**config.mk**
```make
export PLATFORM = sky130hd
export DESIGN_NAME = uart_transmitter
export DESIGN_NICKNAME = d
export VERILOG_FILES = /design/src/rtl/uart_transmitter.sv
export SDC_FILE = /design/constraint.sdc
export NUM_CORES = 1
export LEC_CHECK = 0
export BUFFER_PORTS_ARGS = -buffer_cell sky130_fd_sc_hd__buf_2
export CORE_ASPECT_RATIO = 1.1
export CORE_MARGIN = 3
export CORE_UTILIZATION = 53
export CTS_CLUSTER_SIZE = 24
export DETAILED_ROUTE_END_ITERATION = 10
export PLACE_DENSITY = 0.75
export SYNTH_ARGS = -nofsm -noshare
export SYNTH_HDL_FRONTEND = slang
export SYNTH_SLANG_ARGS = --single-unit
```
**constraint.sdc**
```tcl
create_clock -name clk -period 2.2 [get_ports clk]
set_clock_uncertainty 0.15 [all_clocks]
set_input_delay 0.11 -clock clk [delete_from_list [all_inputs] [get_ports clk]]
set_output_delay 0.11 -clock clk [all_outputs]
set_load 0.02 [all_outputs]
```
**src/rtl/uart_transmitter.sv**
```systemverilog
// uart_transmitter: 8N1 UART serialiser timed by an oversampled baud tick (tx_en).
// Define UART_TX_PARITY_EN to insert an even-parity bit between data and stop (8E1).
module uart_transmitter #(
    parameter int TICKS_PER_BIT = 16
) (
    input  logic       clk,
    input  logic       rst,
    input  logic       tx_en,
    input  logic       tx_start,
    input  logic [7:0] data_in,
    output logic       tx,
    output logic       busy,
    output logic       tx_done
);
    localparam int TW = $clog2(TICKS_PER_BIT);
`ifdef UART_TX_PARITY_EN
    typedef enum logic [2:0] {IDLE, START, DATA, STOP, PARITY} state_t;
    logic par, par_n;
`else
    typedef enum logic [1:0] {IDLE, START, DATA, STOP} state_t;
`endif
    state_t state, state_n;
    logic [TW-1:0] tick, tick_n;
    logic [2:0] bit_cnt, bit_n;
    logic [7:0] shift, shift_n;
    logic tx_n, busy_n, done_n, bit_end;
    assign bit_end = tx_en && (tick == TW'(TICKS_PER_BIT - 1));
    always_ff @(posedge clk or posedge rst) begin
        if (rst) begin
            state   <= IDLE;
            tick    <= '0;
            bit_cnt <= '0;
            shift   <= '0;
            tx      <= 1'b1;
            busy    <= 1'b0;
            tx_done <= 1'b0;
`ifdef UART_TX_PARITY_EN
            par     <= 1'b0;
`endif
        end else begin
            state   <= state_n;
            tick    <= tick_n;
            bit_cnt <= bit_n;
            shift   <= shift_n;
            tx      <= tx_n;
            busy    <= busy_n;
            tx_done <= done_n;
`ifdef UART_TX_PARITY_EN
            par     <= par_n;
`endif
        end
    end
    always_comb begin
        state_n = state;
        tick_n  = tick;
        bit_n   = bit_cnt;
        shift_n = shift;
        tx_n    = tx;
        busy_n  = busy;
        done_n  = 1'b0;
`ifdef UART_TX_PARITY_EN
        par_n   = par;
`endif
        if (state != IDLE && tx_en)
            tick_n = bit_end ? '0 : tick + 1'b1;
        case (state)
            IDLE: begin
                tx_n   = ~tx_start;
                busy_n = tx_start;
                if (tx_start) begin
                    state_n = START;
                    shift_n = data_in;
                    tick_n  = '0;
                    bit_n   = '0;
`ifdef UART_TX_PARITY_EN
                    par_n   = ^data_in;
`endif
                end
            end
            START: if (bit_end) begin
                state_n = DATA;
                tx_n    = shift[0];
            end
            DATA: if (bit_end) begin
                shift_n = shift >> 1;
                if (bit_cnt == 3'd7) begin
`ifdef UART_TX_PARITY_EN
                    state_n = PARITY;
                    tx_n    = par;
`else
                    state_n = STOP;
                    tx_n    = 1'b1;
`endif
                end else begin
                    bit_n = bit_cnt + 1'b1;
                    tx_n  = shift[1];
                end
            end
`ifdef UART_TX_PARITY_EN
            PARITY: if (bit_end) begin
                state_n = STOP;
                tx_n    = 1'b1;
            end
`endif
            STOP: if (bit_end) begin
                state_n = IDLE;
                tx_n    = 1'b1;
                busy_n  = 1'b0;
                done_n  = 1'b1;
            end
            default: begin
                state_n = IDLE;
                tx_n    = 1'b1;
                busy_n  = 1'b0;
            end
        endcase
    end
endmodule
```
==> Word level (Yosys, flattened, before mapping) <==
Cells that the tools add are included.
{ "classes": {"addsub": 2, "n_eq_ne": 11, "mux": 26, "n_bitwise": 1, "reduce_logical": 11} }
{ "op_table": {"columns": ["operator", "n"], "rows": [
  ["$mux 4", 4],
  ["$mux 8", 2],
  ["$pmux 8 s2", 1],
  ["$ne 2x2->1 const B", 6],
  ["$mux 2", 5],
  ["$mux 3", 3],
  ["$pmux 2 s4", 1],
  ["$mux 1", 7],
  ["$pmux 3 s2", 1],
  ["$reduce_and 3->1", 2],
  ["$reduce_bool 2->1", 3],
  ["$reduce_and 5->1", 1],
  ["$add 4x1->4 const B", 1],
  ["$eq 2x2->1 const B", 2],
  ["$eq 4x4->1 const B", 1],
  ["$pmux 1 s4", 1],
  ["$reduce_and 4->1", 1],
  ["$add 3x1->3 const B", 1],
  ["$eq 3x3->1 const B", 1],
  ["$eq 2x1->1 const B", 1],
  ["$logic_and 1x1->1", 2],
  ["$logic_not 2->1", 1],
  ["$pmux 1 s2", 1],
  ["$reduce_and 2->1", 1],
  ["$not 1->1", 1]
]} }
{ "totals": {"ff_bits": 20, "input_bits": 12} }

==> Depth between registers and ports, before layout <==
Gate-level depths: netlist of run 1.
{ "depth": {"ltp_word": 6, "depth_mapped": 6} }

==> Worst setup path after synthesis of run 1 <==
Ideal clock, no wire load.
{ "synth_path": {"path_kind": "reg-to-reg", "from": "register state[0]", "to": "register state[1]", "t_arrival_ns": 1.679, "required_ns": 1.925, "slack_ns": 0.246, "path_stages_with_launch": 6, "n_path_buf": 0, "path_cell_list": "dfrtp_1 > inv_1 > ha_1 > or3_4 > a221oi_2 > mux2_2"} }
{ "synth_between": {"elab_chain_len": 3} }
{ "synth_lines": {"columns": ["item", "line", "rtl"], "rows": [
  ["start: declaration", "22", "state_t state, state_n;"],
  ["start signal: assignment", "41", "state <= state_n;"],
  ["$eq 2x2->1 (tied with other cells)", "66", "case (state)"],
  ["$ne 2x2->1 (no line)", null, null],
  ["$reduce_and 5->1 (no line)", null, null]
]} }
Parallel ways exist; a longest one is shown, timed or not.
A chain may end at the register's enable or synchronous reset.

==> Final worst setup path of run 1 <==
Ends and elaborated chain as after synthesis.

==> out/qor.csv, run 1 <==
metric,value,unit
crit-path max cell delay,420,ps
Max VDD drop,0.000745,V
via count,1042,
drt via density,6.06,
CTS buffer count,3,
met2 Use GR,33.5,%
dominant synthesized flop cell,dfrtp_1,
Layout fillers,171,
Initial Util,57.5,%
top-level I/O count,15,
Mapped Cells,120,
Clock transition at path regs,120,ps
Slew headroom,48.3,%
number of synthesized flops with an enable pin,0,
DR DRC count,0,
vias in the first global route,1025,
GRT Total Usage,22.0,%
total grt overflow,0,
core area,2060,sq um
final period utilization,92.4,%
Syn Area/Cell,9.88,sq um
H-Tree Level Count,1,
Setup Slack @ Placement,173,ps
number of port buffers,14,
initial antenna violation count,0,
CP Launch Type,flop,
Final HPWL DP,1.75,mm
Total Power,0.00183,W
wire length per cell,16.1,um
GRT Max-Usage Layer,met2,
layout cells sized above 1,19.4,%
Worst Slack Setup Final,168,ps
critical path peak fanout,4,
Final #Nets,164,
crit path cell chain,inv_1 -> ha_1 -> or3_4 -> a221oi_2 -> mux2_2,
worst path buffer plus inverter count,1,
leakage,0.639,nW
GP Congestion,0.795,
Bufs on Longest Clock Path,2,
post-synthesis net count,139,
CP Class,flop to flop,
crit path DAT,2090,ps
Power Density,1290,nW/um^2
setup violators final,0,
endpoints failing hold,0,
post-cts resize count,0,
post-layout min period,2030,ps
CP top delay family,flip-flops,
setup TNS,0,ps
1st-pass router iterations,4,
critical path's slowest cell,dfrtp_1,
routed wire length,2.77,mm
Die X,51.1,um
Final Max Slew Viols,0,
GRT met3 Usage,4.02,%
RSZ-0062 raised after global routing,false,
Sink Count,20,
Chip Height,55.6,um
sequential share of the synthesized area,42.3,%
CTS tree,done,
Crit. End Element,flop,
CP required,2260,ps
Root Buffer Master,clkbuf_4,
Worst-Skew Late Latency,310,ps
first-pass GRT wire length,4.69,mm
Worst-Margin Slew,774,ps
met1 usage,29.0,%
Max Cap Viol,0,
die area,2840,sq um
antenna diode count,0,
outcome,completed,
Iter 0 DRT Violations,21,
Fmax,492,MHz
pin count of the biggest net entering global routing,21,
cell row count,17,
area delta synth->final,19.6,%
Hold Path Class,input pin to flop,
Final ANT Viol Nets,0,
Synth Cell Area,1190,sq um
asr flop ratio synth,100,%
#FFs+latches synth,20,
Yosys Warn Count,0,
Synth cell types,41,
-- synth_stat cells (3+ instances only) --
cell | count | area (sq um)
a41o_1 | 4 | 40.0
inv_1 | 7 | 26.3
and4_1 | 3 | 26.3
o21ai_0 | 5 | 25.0
dfrtp_1 | 19 | 475
ha_1 | 7 | 87.6
o22ai_1 | 9 | 56.3
nand2_1 | 10 | 37.5
nor2_1 | 3 | 11.3
o31ai_1 | 5 | 37.5
a21oi_1 | 8 | 40.0
buf_2 | 6 | 30.0
-- registers in the layout (all words and copies together), names as in the netlist --
signal	count
bit_cnt	3
shift	8
tx	1
busy	1
state	2
tx_done	1
tick	4
-- cells in the final DEF (no fill, tap or decap), drive strengths merged, types with 3 or more instances in the layout --
cell	instances
a21oi	8
a41o	4
and4	3
buf	19
clkbuf	4
dfrtp	19
dlygate4sd3	10
ha	7
inv	7
nand2	10
nor2	3
o21ai	5
o22ai	9
o31ai	5
-- layer usage --
metal / share of wire (%) / wire length, um
met1: 43 / 1190
met5: 0 / 0
met2: 50 / 1380
met3: 4.2 / 115
met4: 3.0 / 84
-- logic make-up (layout without fill, tap and decap cells) --
logic type | Yosys count | in the layout | synth area share, %
DFF | 20 | 20 | 42.3
and+or+nand+nor | 27 | 27 | 12.6
xor gates and xnor gates | 2 | 2 | 1.48
buffers and inverters | 16 | 40 | 6.12
AOI/OAI and AO/OA | 44 | 44 | 26.6
muxes | 4 | 4 | 3.59
adders and majority gates | 7 | 7 | 7.38
-- timing repair --
action,4_1_cts,5_1_grt
hold buffers,10,0
hold endpoints to repair,28,0
buffers inserted,0,0
-- final cells by class --
| cell class | instances | area [sq um] | share of cell area [%] |
|---|---|---|---|
| well taps | 28 | 35.0 | 2.47 |
| clock buffers | 4 | 36.3 | 2.56 |
| multi-input cells | 84 | 612 | 43.1 |
| inverters | 7 | 26.3 | 1.85 |
| flip-flops and latches | 20 | 502 | 35.4 |
| repair buffers | 29 | 208 | 14.6 |
-- worst reg2reg max path: stages (launching register included) --
cell	delay [ps]
dfrtp_1	420
inv_1	80
ha_1	220
or3_4	400
a221oi_2	290
mux2_2	360
-- per-stage QoR --
step | cells | util [%] | hold slack (ps) | cell area (sq um)
3_3_place_gp | 158 | 62.2 | 133 | 1280
2_1_floorplan | 120 | - | -76.9 | 1190
5_1_grt | 172 | 68.8 | 95.3 | 1420
3_5_place_dp | 158 | 62.2 | 126 | 1280
6_report | 172 | 68.8 | 56.9 | 1420
4_1_cts | 172 | 68.8 | 54.5 | 1420
-- path summary, 6_finish.rpt --
kind,startpoint,endpoint,slack (ps),cells after the start
hold reg to reg,bit_cnt[0]$_DFFE_PP0P_,bit_cnt[0]$_DFFE_PP0P_,370,1
setup reg to reg,state[0]$_DFFE_PP0P_,state[1]$_DFFE_PP0P_,170,5
max in group asynchronous,rst,tick[3]$_DFF_PP0_,1100,3
hold / removal,tx_en,tick[3]$_DFF_PP0_,60,4
setup / recovery,state[0]$_DFFE_PP0P_,state[1]$_DFFE_PP0P_,170,5
min in group asynchronous,rst,busy$_DFFE_PP0P_,320,3
-- report_power, final --
part | internal (W) | total (W) | switching (W)
clock | 0.000101 | 0.000222 | 0.000120
combinational | 0.000442 | 0.000935 | 0.000492
sequential | 0.000525 | 0.000670 | 0.000145
total | 0.00107 | 0.00183 | 0.000757
(Power assumes the default switching activity.)
==> run 2, diff against run 1 <==
- ABC_AREA: not set -> 1
==> run 2 against run 1 <==
  * Die area decreased by 2.7%
  * Worst setup slack improved by 110 ps
  * Clock-buffer cell count did not move
  * Worst hold slack got worse by 27 ps
  * Sequential cell count is the same
  * Via count is 11% lower
  * Area after synthesis down 3.1%
  * Register-to-register slack improved by 110 ps
  * Final cell count up 4.7%
  * Sequential share of layout area up 3.7 points
  * Design area shrank 9.4%
  * Critical path type unchanged
  * Largest power group unchanged
==> out/qor.csv, run 2 <==
metric,value,unit,change
final instance area,1280,sq um,-9.4%
GRT Total Usage,17.1,%,-4.9 points
Synth Area in Compound Gates,12.9,%,-14 points
"non-filler cells, final",180,,+4.7%
Crit. End Element,flop,,
"area leader, netlist",dfrtp_1,,
"commonest non-fill, non-tap cell in the layout",nand2_1,,
Worst Hold Margin,29.6,ps,-27.3 ps
Slew headroom,49.7,%,+1.3 points
first-pass GRT wire length,3.53,mm,-25%
Iter 0 DRT Violations,24,,+14%
Sink Count,20,,unchanged
post-layout min period,1920,ps,-113 ps
CP Class,flop to flop,,
total grt overflow,0,,unchanged
asr flop ratio synth,100,%,unchanged
drt via density,5.17,,-15%
number of port buffers,14,,unchanged
crit path cell chain,inv_1 -> ha_1 -> inv_1 -> nor2_1 -> nand4_1 -> nand2_1,,
outcome,completed,,
crit path DAT,2000,ps,-90 ps
Syn Area/Cell,8.58,sq um,-13%
vias in the first global route,843,,-18%
Root Buffer Master,clkbuf_4,,
wire length per cell,12.0,um,-25%
DR DRC count,0,,unchanged
critical path's slowest cell,dfrtp_1,,
leakage,0.669,nW,+4.7%
Hold Path Class,input pin to flop,,
CP Launch Type,flop,,
Regs by FF count,"shift x8, tick x4, bit_cnt x3",,
critical path peak fanout,11,,+7
Final Max Slew Viols,0,,unchanged
CP Launch Point,state[0]$_DFFE_PP0P_,,
XOR/XNOR Fraction of Synth Area,0.762,%,-0.72 points
largest family of logic cells by synthesized area,simple AND/OR/NAND/NOR gates,,
most frequent cells in the layout,"nand2_1 (34), dfrtp_1 (19), buf_2 (14), inv_1 (12), nor2_1 (11)",,
r2r startpoint,state[0]$_DFFE_PP0P_,,
Worst-Margin Slew,754,ps,-19.9 ps
largest register by flop count,shift,,
dominant synthesized flop cell,dfrtp_1,,
Post-Synth Simple-Gate Area,28.5,%,+16 points
Total Power,0.00174,W,-4.8%
pin count of the biggest net entering global routing,21,,unchanged
Final ANT Viol Nets,0,,unchanged
CP top delay family,simple AND/OR/NAND/NOR gates,,
Yosys Warn Count,0,,unchanged
top-count cell post-synth,nand2_1,,
routed wire length,2.17,mm,-22%
area delta synth->final,11.8,%,
Clock transition at path regs,110,ps,about the same
Post-DP Area,1230,sq um,-4.2%
top post-synthesis cells by area,"dfrtp_1 (41%), nand2_1 (11%), ha_1 (7.6%)",,
Synth Area in Adders,7.62,%,+0.23 points
Post-synth top cells,"nand2_1 (34), dfrtp_1 (19), inv_1 (12)",,
final period utilization,87.3,%,-5.1 points
CTS tree,done,,
layout cells sized above 1,26.3,%,+6.9 points
Layout fillers,195,,+14%
setup violators final,0,,unchanged
top-level I/O count,15,,unchanged
via count,931,,-11%
RSZ-0062 raised after global routing,false,,
mux contribution to synthesized area,0,%,-3.6 points
Initial Util,56.3,%,-1.2 points
core area,2040,sq um,-1.0%
setup TNS,0,ps,unchanged
antenna diode count,0,,unchanged
worst path buffer plus inverter count,2,,+1
CTS buffer count,3,,unchanged
hold wc startpoint,tx_start,,
initial antenna violation count,0,,unchanged
sequential share of the synthesized area,43.6,%,+1.3 points
Crit path top cell by count,inv_1,,
max reg flops,8,,unchanged
post-synthesis net count,153,,+10%
Die X,50.4,um,-1.4%
Reg area,502,sq um,unchanged
endpoints failing hold,0,,unchanged
1st-pass router iterations,5,,+1
multi-input logic area,573,sq um,-6.3%
crit-path max cell delay,430,ps,about the same
Synth cell types,22,,-46%
Chip Height,54.9,um,-1.4%
Max Cap Viol,0,,unchanged
die area,2760,sq um,-2.7%
H-Tree Level Count,1,,unchanged
Placed Cells,173,,+9.5%
cell row count,17,,unchanged
Final #Nets,172,,+4.9%
Mapped Cells,134,,+12%
#FFs+latches synth,20,,unchanged
post-cts resize count,0,,unchanged
number of synthesized flops with an enable pin,0,,unchanged
Max VDD drop,0.000762,V,+2.2%
CP required,2280,ps,+20 ps
GP Congestion,0.786,,-1.2%
Worst-Skew Late Latency,290,ps,-20 ps
Final HPWL DP,1.56,mm,-11%
Power Density,1350,nW/um^2,+5.1%
Bufs on Longest Clock Path,2,,unchanged
Synth Cell Area,1150,sq um,-3.1%
Fmax,521,MHz,+5.9%
Synth top area share,41.3,%,+1.3 points
-- run 2: cell count changes in the layout (fill, tap and decap cells not counted), sizes merged, moves of 6 or more --
| cell | delta |
|---|---|
| a21oi | -7 |
| dlygate4sd3 | -7 |
| inv | +6 |
| nand2 | +28 |
| nor2 | +10 |
| o21ai | +14 |
| o22ai | -9 |
| or2 | +6 |
-- run 2: final cells by class --
cell class | instances | share of cell area (%)
timing repair buffer | 17 | 7.79
sequential | 20 | 39.0
clock buffer | 4 | 2.04
inverter | 13 | 3.80
multi-input combinational | 98 | 44.6
tap | 28 | 2.73
-- run 2: timing repair --
| item | 4_1_cts | 5_1_grt |
|---|---|---|
| endpoints found under the hold margin | 21 | 0 |
| setup buffers | 0 | 0 |
| hold buffers | 3 | 0 |
-- run 2: per-stage QoR --
| stage | setup WS (ps) | utilization, % |
|---|---|---|
| 3_5_place_dp | 329 | 60.2 |
| 4_1_cts | 289 | 62.9 |
| 3_3_place_gp | 412 | 60.2 |
| 6_report | 280 | 62.9 |
| 5_1_grt | 110 | 62.9 |
| 2_1_floorplan | 635 | - |
-- run 2: path summary, 6_finish.rpt --
check	to	slack (ps)	cells after the start
hold / removal	tx$_DFFE_PP1P_	30	4
min in group asynchronous	tick[3]$_DFF_PP0_	330	3
max in group asynchronous	busy$_DFFE_PP0P_	1090	3
setup reg to reg	bit_cnt[0]$_DFFE_PP0P_	280	6
setup / recovery	bit_cnt[0]$_DFFE_PP0P_	280	6
hold reg to reg	tx$_DFFE_PP1P_	340	2
-- run 2: cells by family (layout without fill, tap and decap cells) --
| family | Yosys count | in the layout |
|---|---|---|
| adders and majority gates | 7 | 7 |
| and+or+nand+nor | 69 | 69 |
| AOI/OAI and AO/OA | 21 | 21 |
| DFF | 20 | 20 |
| buffers and inverters | 16 | 34 |
| xor gates and xnor gates | 1 | 1 |
-- run 2: worst reg2reg max path, delay by kind of cell (launching register included) --
family	cells	cell delay, ps
DFF	1	430
buffers and inverters	2	360
and+or+nand+nor	3	530
adders and majority gates	1	390
-- run 2: layer usage --
layer  global-route usage [%]  wire length [um]
met5                        0                 0
met2                     33.3              1120
met3                     3.27                85
met1                     18.5               945
met4                     6.73                17
-- run 2: report_power, final --
part	leakage, nW	total (W)	internal (W)	switching, W
logic	0.402	0.000936	0.000337	0.000599
clock network	0.0150	0.000175	0.0000704	0.000104
registers	0.252	0.000627	0.000525	0.000102
